## src/rtl/sa_feeder_if.sv

```systemverilog
// Handshake and data bundle between a systolic-array feeder and its producer.
// Signal names keep the feeder's i_/o_ view, so inputs to the feeder start with i_.
interface sa_feeder_if #(
    parameter int ROWS = 9,
    parameter int COLS = 1
);
    logic                   i_start;
    logic                   i_w_valid;
    logic [COLS*8-1:0]      i_w_data;
    logic                   o_w_ready;
    logic                   i_a_valid;
    logic                   i_a_last;
    logic [ROWS*8-1:0]      i_a_data;
    logic                   o_a_ready;
    logic [ROWS*9-1:0]      o_west_data;
    logic [COLS*32-1:0]     o_north_data;
    logic                   o_busy;
    logic                   o_done;

    modport slave (
        input  i_start, i_w_valid, i_w_data, i_a_valid, i_a_last, i_a_data,
        output o_w_ready, o_a_ready, o_west_data, o_north_data, o_busy, o_done
    );

    modport master (
        output i_start, i_w_valid, i_w_data, i_a_valid, i_a_last, i_a_data,
        input  o_w_ready, o_a_ready, o_west_data, o_north_data, o_busy, o_done
    );
endinterface

```

## src/rtl/sa_feeder.sv

```systemverilog
// Systolic-array feeder: shifts weights down the north columns, then streams
// activations into the west rows through a diagonal skew of per-row delay lines.
module sa_feeder #(
    parameter int ROWS = 9,
    parameter int COLS = 1
) (
    input  logic        i_clk,
    input  logic        i_rst,
    sa_feeder_if.slave  bus
);
    localparam int CW = $clog2(ROWS + 1);
    localparam logic [CW-1:0] LP_LAST_ROW   = CW'(ROWS - 1);
    localparam logic [CW-1:0] LP_LAST_FLUSH = CW'((ROWS > 1) ? ROWS - 2 : 0);

    typedef enum logic [2:0] {
        ST_IDLE,
        ST_WLOAD,
        ST_STREAM,
        ST_FLUSH,
        ST_DONE
    } state_t;

    state_t             r_state;
    state_t             w_stateNext;
    logic [CW-1:0]      r_cnt;
    logic [CW-1:0]      w_cntNext;
    logic               w_wReady;
    logic               w_aReady;
    logic               w_wAccept;
    logic               w_aAccept;
    logic [COLS*32-1:0] w_northNext;
    logic [COLS*32-1:0] r_north;
    logic [ROWS*9-1:0]  w_west;

    assign w_wReady  = (r_state == ST_WLOAD);
    assign w_aReady  = (r_state == ST_STREAM);
    assign w_wAccept = bus.i_w_valid && w_wReady;
    assign w_aAccept = bus.i_a_valid && w_aReady;

    assign bus.o_w_ready    = w_wReady;
    assign bus.o_a_ready    = w_aReady;
    assign bus.o_busy       = (r_state != ST_IDLE);
    assign bus.o_done       = (r_state == ST_DONE);
    assign bus.o_north_data = r_north;
    assign bus.o_west_data  = w_west;

    always_ff @(posedge i_clk or posedge i_rst) begin
        if (i_rst) begin
            r_state <= ST_IDLE;
            r_cnt   <= '0;
        end else begin
            r_state <= w_stateNext;
            r_cnt   <= w_cntNext;
        end
    end

    always_comb begin
        w_stateNext = r_state;
        w_cntNext   = r_cnt;
        case (r_state)
            ST_IDLE: begin
                if (bus.i_start) begin
                    w_stateNext = ST_WLOAD;
                    w_cntNext   = '0;
                end
            end
            ST_WLOAD: begin
                if (w_wAccept) begin
                    if (r_cnt == LP_LAST_ROW) begin
                        w_stateNext = ST_STREAM;
                        w_cntNext   = '0;
                    end else begin
                        w_cntNext = r_cnt + CW'(1);
                    end
                end
            end
            ST_STREAM: begin
                if (w_aAccept && bus.i_a_last) begin
                    w_stateNext = (ROWS > 1) ? ST_FLUSH : ST_DONE;
                    w_cntNext   = '0;
                end
            end
            // Flush lasts ROWS-1 cycles so DONE lines up with the last element on the bottom row.
            ST_FLUSH: begin
                if (r_cnt == LP_LAST_FLUSH) begin
                    w_stateNext = ST_DONE;
                    w_cntNext   = '0;
                end else begin
                    w_cntNext = r_cnt + CW'(1);
                end
            end
            ST_DONE: begin
                w_stateNext = ST_IDLE;
            end
            default: begin
                w_stateNext = ST_IDLE;
                w_cntNext   = '0;
            end
        endcase
    end

    // Weights pass straight through in arrival order; the array's shift-down places the first one on the bottom row.
    always_comb begin
        w_northNext = '0;
        if (w_wAccept) begin
            for (int c = 0; c < COLS; c++) begin
                w_northNext[(COLS-c)*32-1 -: 32] = {24'd0, bus.i_w_data[(COLS-c)*8-1 -: 8]};
            end
        end
    end

    always_ff @(posedge i_clk or posedge i_rst) begin
        if (i_rst) begin
            r_north <= '0;
        end else begin
            r_north <= w_northNext;
        end
    end

    for (genvar r = 0; r < ROWS; r++) begin : g_row
        logic [8:0] r_line [0:r];
        logic [8:0] w_in;

        assign w_in = w_aAccept ? {1'b1, bus.i_a_data[(ROWS-r)*8-1 -: 8]} : 9'd0;

        always_ff @(posedge i_clk or posedge i_rst) begin
            if (i_rst) begin
                for (int k = 0; k <= r; k++) begin
                    r_line[k] <= '0;
                end
            end else begin
                r_line[0] <= w_in;
                for (int k = 1; k <= r; k++) begin
                    r_line[k] <= r_line[k-1];
                end
            end
        end

        assign w_west[(ROWS-r)*9-1 -: 9] = r_line[r];
    end
endmodule
```

## src/flat_wrapper.sv

```systemverilog
// flat-port wrapper written by rule: the top's interface ports become plain ports
module sa_feeder_flat 
#(
    parameter int ROWS = 9,
    parameter int COLS = 1
)
  (i_clk, i_rst, bus_i_start, bus_i_w_valid, bus_i_w_data, bus_i_a_valid, bus_i_a_last, bus_i_a_data, bus_o_w_ready, bus_o_a_ready, bus_o_west_data, bus_o_north_data, bus_o_busy, bus_o_done);
  sa_feeder_if #(.ROWS(ROWS), .COLS(COLS)) bus_i ();
  input  logic i_clk;
  input  logic i_rst;
  input wire logic [$bits(bus_i.i_start)-1:0] bus_i_start;
  input wire logic [$bits(bus_i.i_w_valid)-1:0] bus_i_w_valid;
  input wire logic [$bits(bus_i.i_w_data)-1:0] bus_i_w_data;
  input wire logic [$bits(bus_i.i_a_valid)-1:0] bus_i_a_valid;
  input wire logic [$bits(bus_i.i_a_last)-1:0] bus_i_a_last;
  input wire logic [$bits(bus_i.i_a_data)-1:0] bus_i_a_data;
  output wire logic [$bits(bus_i.o_w_ready)-1:0] bus_o_w_ready;
  output wire logic [$bits(bus_i.o_a_ready)-1:0] bus_o_a_ready;
  output wire logic [$bits(bus_i.o_west_data)-1:0] bus_o_west_data;
  output wire logic [$bits(bus_i.o_north_data)-1:0] bus_o_north_data;
  output wire logic [$bits(bus_i.o_busy)-1:0] bus_o_busy;
  output wire logic [$bits(bus_i.o_done)-1:0] bus_o_done;
  assign bus_i.i_start = bus_i_start;
  assign bus_i.i_w_valid = bus_i_w_valid;
  assign bus_i.i_w_data = bus_i_w_data;
  assign bus_i.i_a_valid = bus_i_a_valid;
  assign bus_i.i_a_last = bus_i_a_last;
  assign bus_i.i_a_data = bus_i_a_data;
  assign bus_o_w_ready = bus_i.o_w_ready;
  assign bus_o_a_ready = bus_i.o_a_ready;
  assign bus_o_west_data = bus_i.o_west_data;
  assign bus_o_north_data = bus_i.o_north_data;
  assign bus_o_busy = bus_i.o_busy;
  assign bus_o_done = bus_i.o_done;
  sa_feeder #(.ROWS(ROWS), .COLS(COLS)) u_core (.i_clk(i_clk), .i_rst(i_rst), .bus(bus_i));
endmodule
```

## config.mk

```make
export PLATFORM = sky130hd
export DESIGN_NAME = sa_feeder_flat
export DESIGN_NICKNAME = d
export VERILOG_FILES = /design/src/rtl/sa_feeder_if.sv /design/src/rtl/sa_feeder.sv /design/src/flat_wrapper.sv
export SDC_FILE = /design/constraint.sdc
export NUM_CORES = 1
export LEC_CHECK = 0
export BUFFER_PORTS_ARGS = -buffer_cell sky130_fd_sc_hd__buf_2
export CORE_MARGIN = 4
export CORE_UTILIZATION = 49
export DETAILED_ROUTE_END_ITERATION = 6
export HOLD_SLACK_MARGIN = 0.03
export PLACE_DENSITY = 0.74
export RECOVER_POWER = 100
export SETUP_SLACK_MARGIN = 0.3
export SLEW_MARGIN = 20
export SYNTH_ARGS = -nofsm -noshare
export SYNTH_HDL_FRONTEND = slang
export SYNTH_SLANG_ARGS = --single-unit
```

## constraint.sdc

```tcl
create_clock -name i_clk -period 11.79 [get_ports i_clk]
set_clock_uncertainty 0.2 [all_clocks]
set_input_delay 0.5895 -clock i_clk [delete_from_list [all_inputs] [get_ports i_clk]]
set_output_delay 0.5895 -clock i_clk [all_outputs]
set_load 0.005 [all_outputs]
```

==> results of run 1 <==
-- worst max-delay path, delay by kind of cell --
family | cells | cell delay (ns)
buf+inv | 4 | 3.64
-- path summary, 6_finish.rpt --
check,depth (start not counted),endpoint
max in group i_clk,3,u_core.g_row[3].r_line[29]
worst max register to register,3,u_core.g_row[3].r_line[29]
min in group asynchronous,2,u_core.bus.o_west_data[62]
worst max-delay path,4,u_core.g_row[6].r_line[52]
worst min register to register,0,u_core.bus.o_west_data[64]
worst min-delay path,2,u_core.g_row[1].r_line[9]
-- placed cells by master (no fill, tap or decap), types with 3 or more instances in the layout --
| cell | n |
|---|---|
| inv_6 | 3 |
| nor2_1 | 5 |
| and3_1 | 3 |
| dfrtp_1 | 384 |
| inv_1 | 4 |
| clkbuf_1 | 68 |
| and2_0 | 53 |
| nand2b_1 | 3 |
| bufinv_16 | 3 |
| buf_2 | 114 |
| and2_1 | 28 |
| nand2_1 | 5 |
| conb_1 | 24 |
| clkbuf_16 | 39 |
| clkinv_2 | 4 |
| clkbuf_8 | 6 |
-- cells by family after synthesis --
group / synth area share (%)
other cells: 0.0335
fa+ha+maj: 0.224
simple gates: 5.87
buf+inv: 7.08
compound gates: 0.816
flops: 85.9
mux: 0.0895
-- registers in the layout, indices dropped and copies added (netlist names) --
| name | cells |
|---|---|
| u_core.bus.o_west_data | 72 |
| u_core.r_state | 3 |
| u_core.r_cnt | 4 |
| u_core.bus.o_north_data | 8 |
| u_core.g_row.r_line | 297 |
-- metal layers --
metal | wire, um | track usage (%)
met1 | 5910 | 14.8
met2 | 7520 | 19.9
met3 | 1190 | 4.04
met4 | 404 | 4.62
met5 | 26 | 0
-- area by class of cell --
cell class,count,area [um2]
antenna,2,5.00
clock buffer,52,1080
clock inverter,10,136
fill,1752,9620
inverter,5,20.0
multi-input combinational,146,868
sequential,384,9610
tap,285,357
timing repair buffer,181,867
-- power by group --
group	leakage, nW	internal [W]	switching (W)	total [W]
Clock	0.604	0.000707	0.000445	0.00115
Sequential	5.34	0.00138	0.0000288	0.00141
Combinational	0.993	0.0000566	0.0000829	0.000139
Total	6.93	0.00215	0.000557	0.00270
-- stage by stage --
step	worst slack, ns	hold WS (ns)
after floorplan	0.330	0.131
after global placement	9.30	0.131
after detailed placement	9.25	0.135
after CTS	9.41	0.0726
after global routing	6.74	0.0754
final	7.61	0.0967
==> run summary, run 1 <==
outcome - complete, but fails checks
failing checks - max-capacitance violations, max-slew violations
DRC viols - 0
width of the die - 159 um
final core utilization - 57.4%
register area share after synthesis - 85.9%
Final Power - 0.00270 W
crit path from - i_rst
final instance area - 0.0129 mm2
Post-synth EDFFs - 0
Final #Nets - 843
Resized cells post-CTS - 0
Port Buf Inserts - 178
Crit Path Class - in2async
Syn Inst Count - 618
endpoints failing setup - 0
Primary FF master, synth - dfrtp_1
CTS sink count - 384
Vias - 4494
Crit Path Max Fanout - 147
top-count cell post-synth - dfrtp_1
Hold Vio Cnt, Final - 0
GR Overflow Total - 0
placed insts - 1000
std cell rows - 55
Distinct cells, synth - 30
TritonCTS clock tree - yes
Skew-Pair Late Insertion Delay - 0.49 ns
number of hold buffers added after cts - 0
Crit Reg-Reg Startpoint - u_core.r_state[0]
largest net degree at the start of global routing - 205
Synth area leaders - dfrtp_1, buf_4, and2_1
Yosys top cell by area - dfrtp_1
CTS clk-pin slew, worst paths - 0.06 ns
Worst setup SP type - primary input
global-route wire length before repair - 24800 um
CTS H-tree lvls - 2
Crit path largest cell delay - 2.72 ns
die height - 159 um
routed length per instance - 14.1 um
Seq cells post-synth - 384
Routability Congestion - 0.736
setup repair after global routing missed its margin - false
final setup TNS - 0 ns
post-DP HPWL - 9090 um
required time of the critical path - 12.14 ns
Antenna Nets Post-Route - 0
clock buffer count from CTS - 37
GRT Resource Usage Total - 12.0%
max frequency - 239 MHz
Starting Density - 49.6%
crit path cell chain - buf_2, clkinvlp_2, buf_12, buf_16
drt initial violations - 251
CTS max path bufs - 3
LEAKAGE - 6.93 nW
Detailed Route WL - 15000 um
fin crit period - 4.18 ns
hold_sp - bus_i_a_data[56]
top cells by count, synth - dfrtp_1, buf_4, and2_1
post-synth top area share - 85.9%
worst hold path class - in2reg
CP Data Arrival Time - 4.52 ns
io pins - 203
Core ar. - 0.0226 mm2
fin crit share - 35.4%
Critical Path End Type - async pin
Finished Layout Cells - 1065
internal reg-to-reg setup slack - 8.95 ns
Max-Slew Margin vs Limit - -230%
worst slew pin tran - 4.93 ns
drt pass-1 iters - 4
PD cells - 209 mW/mm2
slowest CP cell - clkinvlp_2
Post-DP Area - 0.0118 mm2
layout cell share with drive strength beyond 1 - 22.6%
initial antenna violation count - 4
root buffer selected by CTS - clkbuf_16
Setup Fix Bufs, Post-CTS - 0
VDD IR max - 0.000111 V
maxcap violations - 2
Die ar. - 0.0253 mm2
Syn-to-layout area delta - 15.7%
Max Slew Vio Count - 193
synthesized area per cell - 18.1 um2
via/cell ratio - 4.22
post-synthesis cell area - 0.0112 mm2
vias in the first global route - 4894
Ys Warns - 0
Synth async-reset ratio - 100%
Power figures use the tool's default switching activity.
==> inputs of run 2 (changes only) <==
--- a/config.mk
+++ b/config.mk
@@ -7,10 +7,10 @@
 export LEC_CHECK = 0
 export BUFFER_PORTS_ARGS = -buffer_cell sky130_fd_sc_hd__buf_2
 export CORE_MARGIN = 4
-export CORE_UTILIZATION = 49
+export CORE_UTILIZATION = 54
 export DETAILED_ROUTE_END_ITERATION = 6
 export HOLD_SLACK_MARGIN = 0.03
-export PLACE_DENSITY = 0.74
+export PLACE_DENSITY = 0.78
 export RECOVER_POWER = 100
 export SETUP_SLACK_MARGIN = 0.3
 export SLEW_MARGIN = 20
==> constraint.sdc (replaced) <==
create_clock -name i_clk -period 4.3 [get_ports i_clk]
set_clock_uncertainty 0.2 [all_clocks]
set_input_delay 0.215 -clock i_clk [delete_from_list [all_inputs] [get_ports i_clk]]
set_output_delay 0.215 -clock i_clk [all_outputs]
set_load 0.005 [all_outputs]
==> run 2 against run 1 <==
Net effect:
- the run still ends with max-capacitance violations, max-slew violations left
- worst hold slack better by 0.0061 ns
- sequential share of layout area shrank 4.9 points
- utilization up 11 points
- wire length rose by 25%
- sequential power rose to 2.8 times the previous value
- combinational power grew to 3.5 times the previous value
- largest power group unchanged
- final cell count is 7.3% higher
==> run summary, run 2 (synthesis gave the netlist of run 1 again) <==
outcome - complete, but fails checks
failing checks - max-capacitance violations, max-slew violations
worst slew pin tran - 2.17 ns (-2.76 ns)
LEAKAGE - 7.34 nW (+5.9%)
TritonCTS clock tree - yes
fin crit share - 69.0%
PD cells - 544 mW/mm2 (+160%)
global-route wire length before repair - 31000 um (+25%)
Syn-to-layout area delta - 23.8%
largest net degree at the start of global routing - 145 (-29%)
Vias - 5028 (+12%)
required time of the critical path - 4.51 ns (-7.63 ns)
CTS max path bufs - 3 (unchanged)
Critical Path End Type - register
max reg flops - 297 (unchanged)
CTS sink count - 384 (unchanged)
DRC viols - 0 (unchanged)
die height - 152 um (-4.5%)
Setup Fix Bufs, Post-CTS - 0 (unchanged)
most frequent cells in the layout - dfrtp_1, buf_2, dlygate4sd3_1
maxcap violations - 2 (unchanged)
drt pass-1 iters - 6 (+2)
most common cell after layout, fill and taps aside - dfrtp_1
clock buffer count from CTS - 37 (unchanged)
Crit Path Max Fanout - 73 (-50%)
Hold Vio Cnt, Final - 0 (unchanged)
std cell rows - 52 (-5.5%)
Finished Layout Cells - 1143 (+7.3%)
width of the die - 152 um (-4.5%)
endpoints failing setup - 0 (unchanged)
GRT Resource Usage Total - 16.8% (+4.8 points)
via/cell ratio - 4.40 (+4.2%)
placed insts - 986 (-1.4%)
Post-DP Area - 0.0118 mm2 (about the same)
internal reg-to-reg setup slack - 1.33 ns (-7.62 ns)
Worst setup SP type - register
Max-Slew Margin vs Limit - -44.7% (+190 points)
Starting Density - 55.1% (+5.5 points)
multi-input logic area - 868 um2 (unchanged)
Filler cells - 1296 (-26%)
io pins - 203 (unchanged)
CP Data Arrival Time - 3.18 ns (-1.34 ns)
vias in the first global route - 5883 (+20%)
Routability Congestion - 0.722 (-2.0%)
Antenna Nets Post-Route - 0 (unchanged)
fin crit period - 2.97 ns
GR Overflow Total - 0 (unchanged)
setup repair after global routing missed its margin - false
root buffer selected by CTS - clkbuf_16
Crit Path Class - reg2reg
Skew-Pair Late Insertion Delay - 0.50 ns (about the same)
register name with the most flops - u_core.g_row.r_line
final instance area - 0.0139 mm2 (+7.0%)
post-DP HPWL - 10000 um (+10%)
Final #Nets - 935 (+11%)
layout cell share with drive strength beyond 1 - 21.2% (-1.4 points)
routed length per instance - 16.4 um (+16%)
Detailed Route WL - 18700 um (+25%)
Core ar. - 0.0203 mm2 (-10%)
Die ar. - 0.0231 mm2 (-8.8%)
Port Buf Inserts - 178 (unchanged)
VDD IR max - 0.000314 V (+180%)
CTS clk-pin slew, worst paths - 0.06 ns (about the same)
final setup TNS - 0 ns (unchanged)
FF+latch area - 0.00961 mm2 (unchanged)
max frequency - 337 MHz
CTS H-tree lvls - 2 (unchanged)
Max Slew Vio Count - 219 (+13%)
worst hold path class - in2reg
initial antenna violation count - 2 (-2)
drt initial violations - 214 (-15%)
-- run 2: where the power goes --
| part | leakage [nW] | switching, W | internal [W] |
|---|---|---|---|
| Sequential | 5.34 | 0.0000876 | 0.00379 |
| Clock | 0.591 | 0.00127 | 0.00190 |
| Combinational | 1.41 | 0.000256 | 0.000224 |
| Total | 7.34 | 0.00162 | 0.00592 |
-- run 2: worst max-delay path, cell delays in order, from the launching register on --
cell and delay, ns:
dfrtp_1 0.45, nor2_1 0.25, and3_1 1.67, and2_0 0.29
-- run 2: per-layer routing --
| metal | wire length [um] | vias up | share of wire (%) | global-route usage [%] |
|---|---|---|---|---|
| met1 | 6940 | 2545 | 37 | 20.0 |
| met3 | 1270 | 42 | 6.8 | 5.12 |
| met4 | 543 | 2 | 2.9 | 6.21 |
| li1 | - | 2261 | - | - |
| met2 | 9980 | 178 | 53 | 29.0 |
| met5 | 7 | - | 0.037 | 0 |
-- run 2: repair_timing --
| action | in CTS | in global routing |
|---|---|---|
| hold endpoints to repair | 466 | 0 |
| resized for setup | 0 | 0 |
| hold buffers | 92 | 0 |
-- run 2: area by class of cell --
class                   instances  area share (%)
multi-input cells             146            6.27
well taps                     270            2.44
inverters                       5           0.144
clock buffers                  52            7.89
repair buffers                273            12.9
clock inverters                12           0.993
diodes                          1          0.0181
flip-flops and latches        384            69.4
-- run 2: worst paths after layout --
kind	cells after the start	startpoint	end
max	3	u_core.r_state[0]	u_core.g_row[4].r_line[42]
min	5	bus_i_a_last	u_core.r_cnt[2]
max reg2reg	3	u_core.r_state[0]	u_core.g_row[4].r_line[42]
min reg2reg	0	u_core.g_row[4].r_line[41]	u_core.g_row[4].r_line[32]
max in group asynchronous	4	i_rst	u_core.bus.o_west_data[4]
min in group asynchronous	4	i_rst	u_core.bus.o_west_data[64]
-- run 2: stage by stage --
stage	total power (W)	hold WS [ns]	utilization, %	worst slack [ns]
after global routing	0.00788	0.129	68.3	1.07
after global placement	0.00430	0.131	58.1	2.26
final	0.00753	0.103	68.3	1.33
after floorplan	0.00422	0.131	-	-1.28
after detailed placement	0.00434	0.135	58.1	2.17
after CTS	0.00764	0.0821	68.7	2.14
==> inputs of run 3 (changes only) <==
==> constraint.sdc (replaced) <==
create_clock -name i_clk -period 3 [get_ports i_clk]
set_clock_uncertainty 0.2 [all_clocks]
set_input_delay 0.15 -clock i_clk [delete_from_list [all_inputs] [get_ports i_clk]]
set_output_delay 0.15 -clock i_clk [all_outputs]
set_load 0.005 [all_outputs]
==> run 3 against run 2 <==
Net effect:
- wire length increased by 3.5%
- sequential power is 44% higher
- die area stayed put
- cell area is essentially flat
- the flow now finishes without violations
- final cell count increased by 0.79%
- highest routed layer is now met4
- via count grew 1.5%
- worst hold slack worse by 0.0021 ns
==> run summary, run 3 (synthesis gave the netlist of run 1 again) <==
via/cell ratio - 4.43 (+0.68%)
clock buffer count from CTS - 37 (unchanged)
routed length per instance - 16.8 um (+2.7%)
Max-Slew Margin vs Limit - 30.0% (+75 points)
worst-case reg-to-reg path depth - 4 (+1)
VDD IR max - 0.000476 V (+52%)
PD cells - 779 mW/mm2 (+43%)
max frequency - 403 MHz (+20%)
register name with the most flops - u_core.g_row.r_line
initial antenna violation count - 4 (+2)
Clk pwr share - 42.0% (about the same)
Syn-to-layout area delta - 23.9% (about the same)
slowest CP cell - nor3b_1
fin crit period - 2.48 ns (-0.486 ns)
required time of the critical path - 3.23 ns (-1.28 ns)
Switch Pwr - 0.00235 W (+45%)
CP Data Arrival Time - 2.71 ns (-0.47 ns)
final worst slack - 0.519 ns (-0.814 ns)
Port Buf Inserts - 178 (unchanged)
setup repair after global routing missed its margin - false
Detailed Route WL - 19400 um (+3.5%)
root buffer selected by CTS - clkbuf_16
Comb power frac - 6.4% (about the same)
Worst Hold Endpoint - u_core.g_row[0].r_line[8]
most frequent cells in the layout - dfrtp_1, buf_2, dlygate4sd3_1
worst hold path class - in2reg
Resized cells post-CTS - 0 (unchanged)
internal reg-to-reg setup slack - 0.52 ns (-0.81 ns)
GR Overflow Total - 0 (unchanged)
vias in the first global route - 5860 (-0.39%)
Critical Path End Type - register
FF-to-FF End - u_core.bus.o_north_data[7]
CTS sink count - 384 (unchanged)
Hold Vio Cnt, Final - 0 (unchanged)
sw frac - 21.8% (+0.30 points)
DRC viols - 0 (unchanged)
Skew-Pair Late Insertion Delay - 0.50 ns (about the same)
drt pass-1 iters - 4 (-2)
Die ar. - 0.0231 mm2 (unchanged)
global-route wire length before repair - 31900 um (+3.1%)
largest net degree at the start of global routing - 95 (-34%)
layout cell share with drive strength beyond 1 - 19.7% (-1.5 points)
crit path cell chain - nand2b_1, nor3b_1, and2_0, dlygate4sd3_1
post-DP HPWL - 10300 um (+3.0%)
Int Pwr - 0.00845 W (+43%)
std cell rows - 52 (unchanged)
Starting Density - 55.1% (unchanged)
Routability Congestion - 0.740 (+2.5%)
hold_sp - bus_i_a_valid
most common cell after layout, fill and taps aside - dfrtp_1
Crit path largest cell delay - 0.72 ns (-0.95 ns)
Place WS - 0.856 ns (-1.31 ns)
Crit Reg-Reg Startpoint - u_core.r_state[2]
outcome - finished, final reports clean
Final #Nets - 939 (+0.43%)
worst slew pin tran - 1.04 ns (-1.13 ns)
hold path cells - 2 (-3)
endpoints failing setup - 0 (unchanged)
Worst setup SP type - register
TritonCTS clock tree - yes
max reg flops - 297 (unchanged)
Crit Path Max Fanout - 9 (-88%)
width of the die - 152 um (unchanged)
Max Slew Vio Count - 0 (-100%)
Vias - 5102 (+1.5%)
CTS H-tree lvls - 2 (unchanged)
Antenna Nets Post-Route - 0 (unchanged)
Crit Path Class - reg2reg
Final Power - 0.0108 W (+43%)
CTS clk-pin slew, worst paths - 0.06 ns (about the same)
Reg power frac - 51.6% (about the same)
CTS max path bufs - 3 (unchanged)
die height - 152 um (unchanged)
GRT Resource Usage Total - 17.5% (+0.76 points)
io pins - 203 (unchanged)
fin crit share - 82.7% (+14 points)
Core ar. - 0.0203 mm2 (unchanged)
drt initial violations - 272 (+27%)
LEAKAGE - 7.30 nW (-0.47%)
maxcap violations - 0 (-2)
-- run 3: through the flow --
step	instances	util [%]	setup TNS [ns]	hold slack [ns]	instance area, um2
after global placement	989	58.3	0	0.0509	11800
final	1152	68.3	0	0.101	13900
after floorplan	641	-	-964.60	0.0786	11300
after detailed placement	989	58.3	0	0.0584	11800
after CTS	1148	68.9	0	0.0625	14000
after global routing	1152	68.3	0	0.120	13900
-- run 3: metal layers --
| metal | vias to the layer above | routed length (um) | track usage [%] |
|---|---|---|---|
| met5 | - | 0 | 0 |
| met4 | 0 | 582 | 6.55 |
| met3 | 49 | 1380 | 5.32 |
| met2 | 208 | 10300 | 30.1 |
| met1 | 2580 | 7130 | 21.1 |
| li1 | 2265 | - | - |
-- run 3: how the worst max path moves through the flow --
stage	from	end	cells after the start
finish	u_core.r_state[2]	u_core.bus.o_north_data[7]	4
global route	u_core.r_state[2]	u_core.bus.o_north_data[7]	4
CTS	u_core.r_state[0]	u_core.g_row[0].r_line[5]	4
detailed placement	u_core.r_state[0]	u_core.g_row[0].r_line[5]	4
global placement	u_core.r_state[0]	u_core.g_row[8].r_line[72]	4
floorplan	i_rst	u_core.bus.o_north_data[0]	1
-- run 3: final cells by class --
type | count | area [um2]
Timing Repair Buffer | 277 | 1800
Fill cell | 1326 | 6440
Tap cell | 270 | 338
Clock buffer | 52 | 1070
Sequential cell | 384 | 9610
Multi-Input combinational cell | 146 | 870
Antenna cell | 4 | 10.0
Clock inverter | 14 | 141
Inverter | 5 | 20.0
-- run 3: what timing repair did --
action / 4_1_cts / 5_1_grt
endpoints found under the hold margin: 375 / 0
hold buffers: 93 / 0
buffers inserted: 0 / 0
-- run 3: power groups by stage --
stage | registers [W] | logic (W) | clock network (W)
floorplan | 0.00561 | 0.000440 | 0
global placement | 0.00562 | 0.000557 | 0
detailed placement | 0.00565 | 0.000579 | 0
CTS | 0.00556 | 0.000709 | 0.00467
global route | 0.00559 | 0.000776 | 0.00492
finish | 0.00557 | 0.000693 | 0.00453
-- run 3: worst max-delay path, delay by kind of cell, from the launching register on --
kind,cells,cell delay (ns)
buf+inv,1,0.57
flops,1,0.45
simple gates,3,1.20
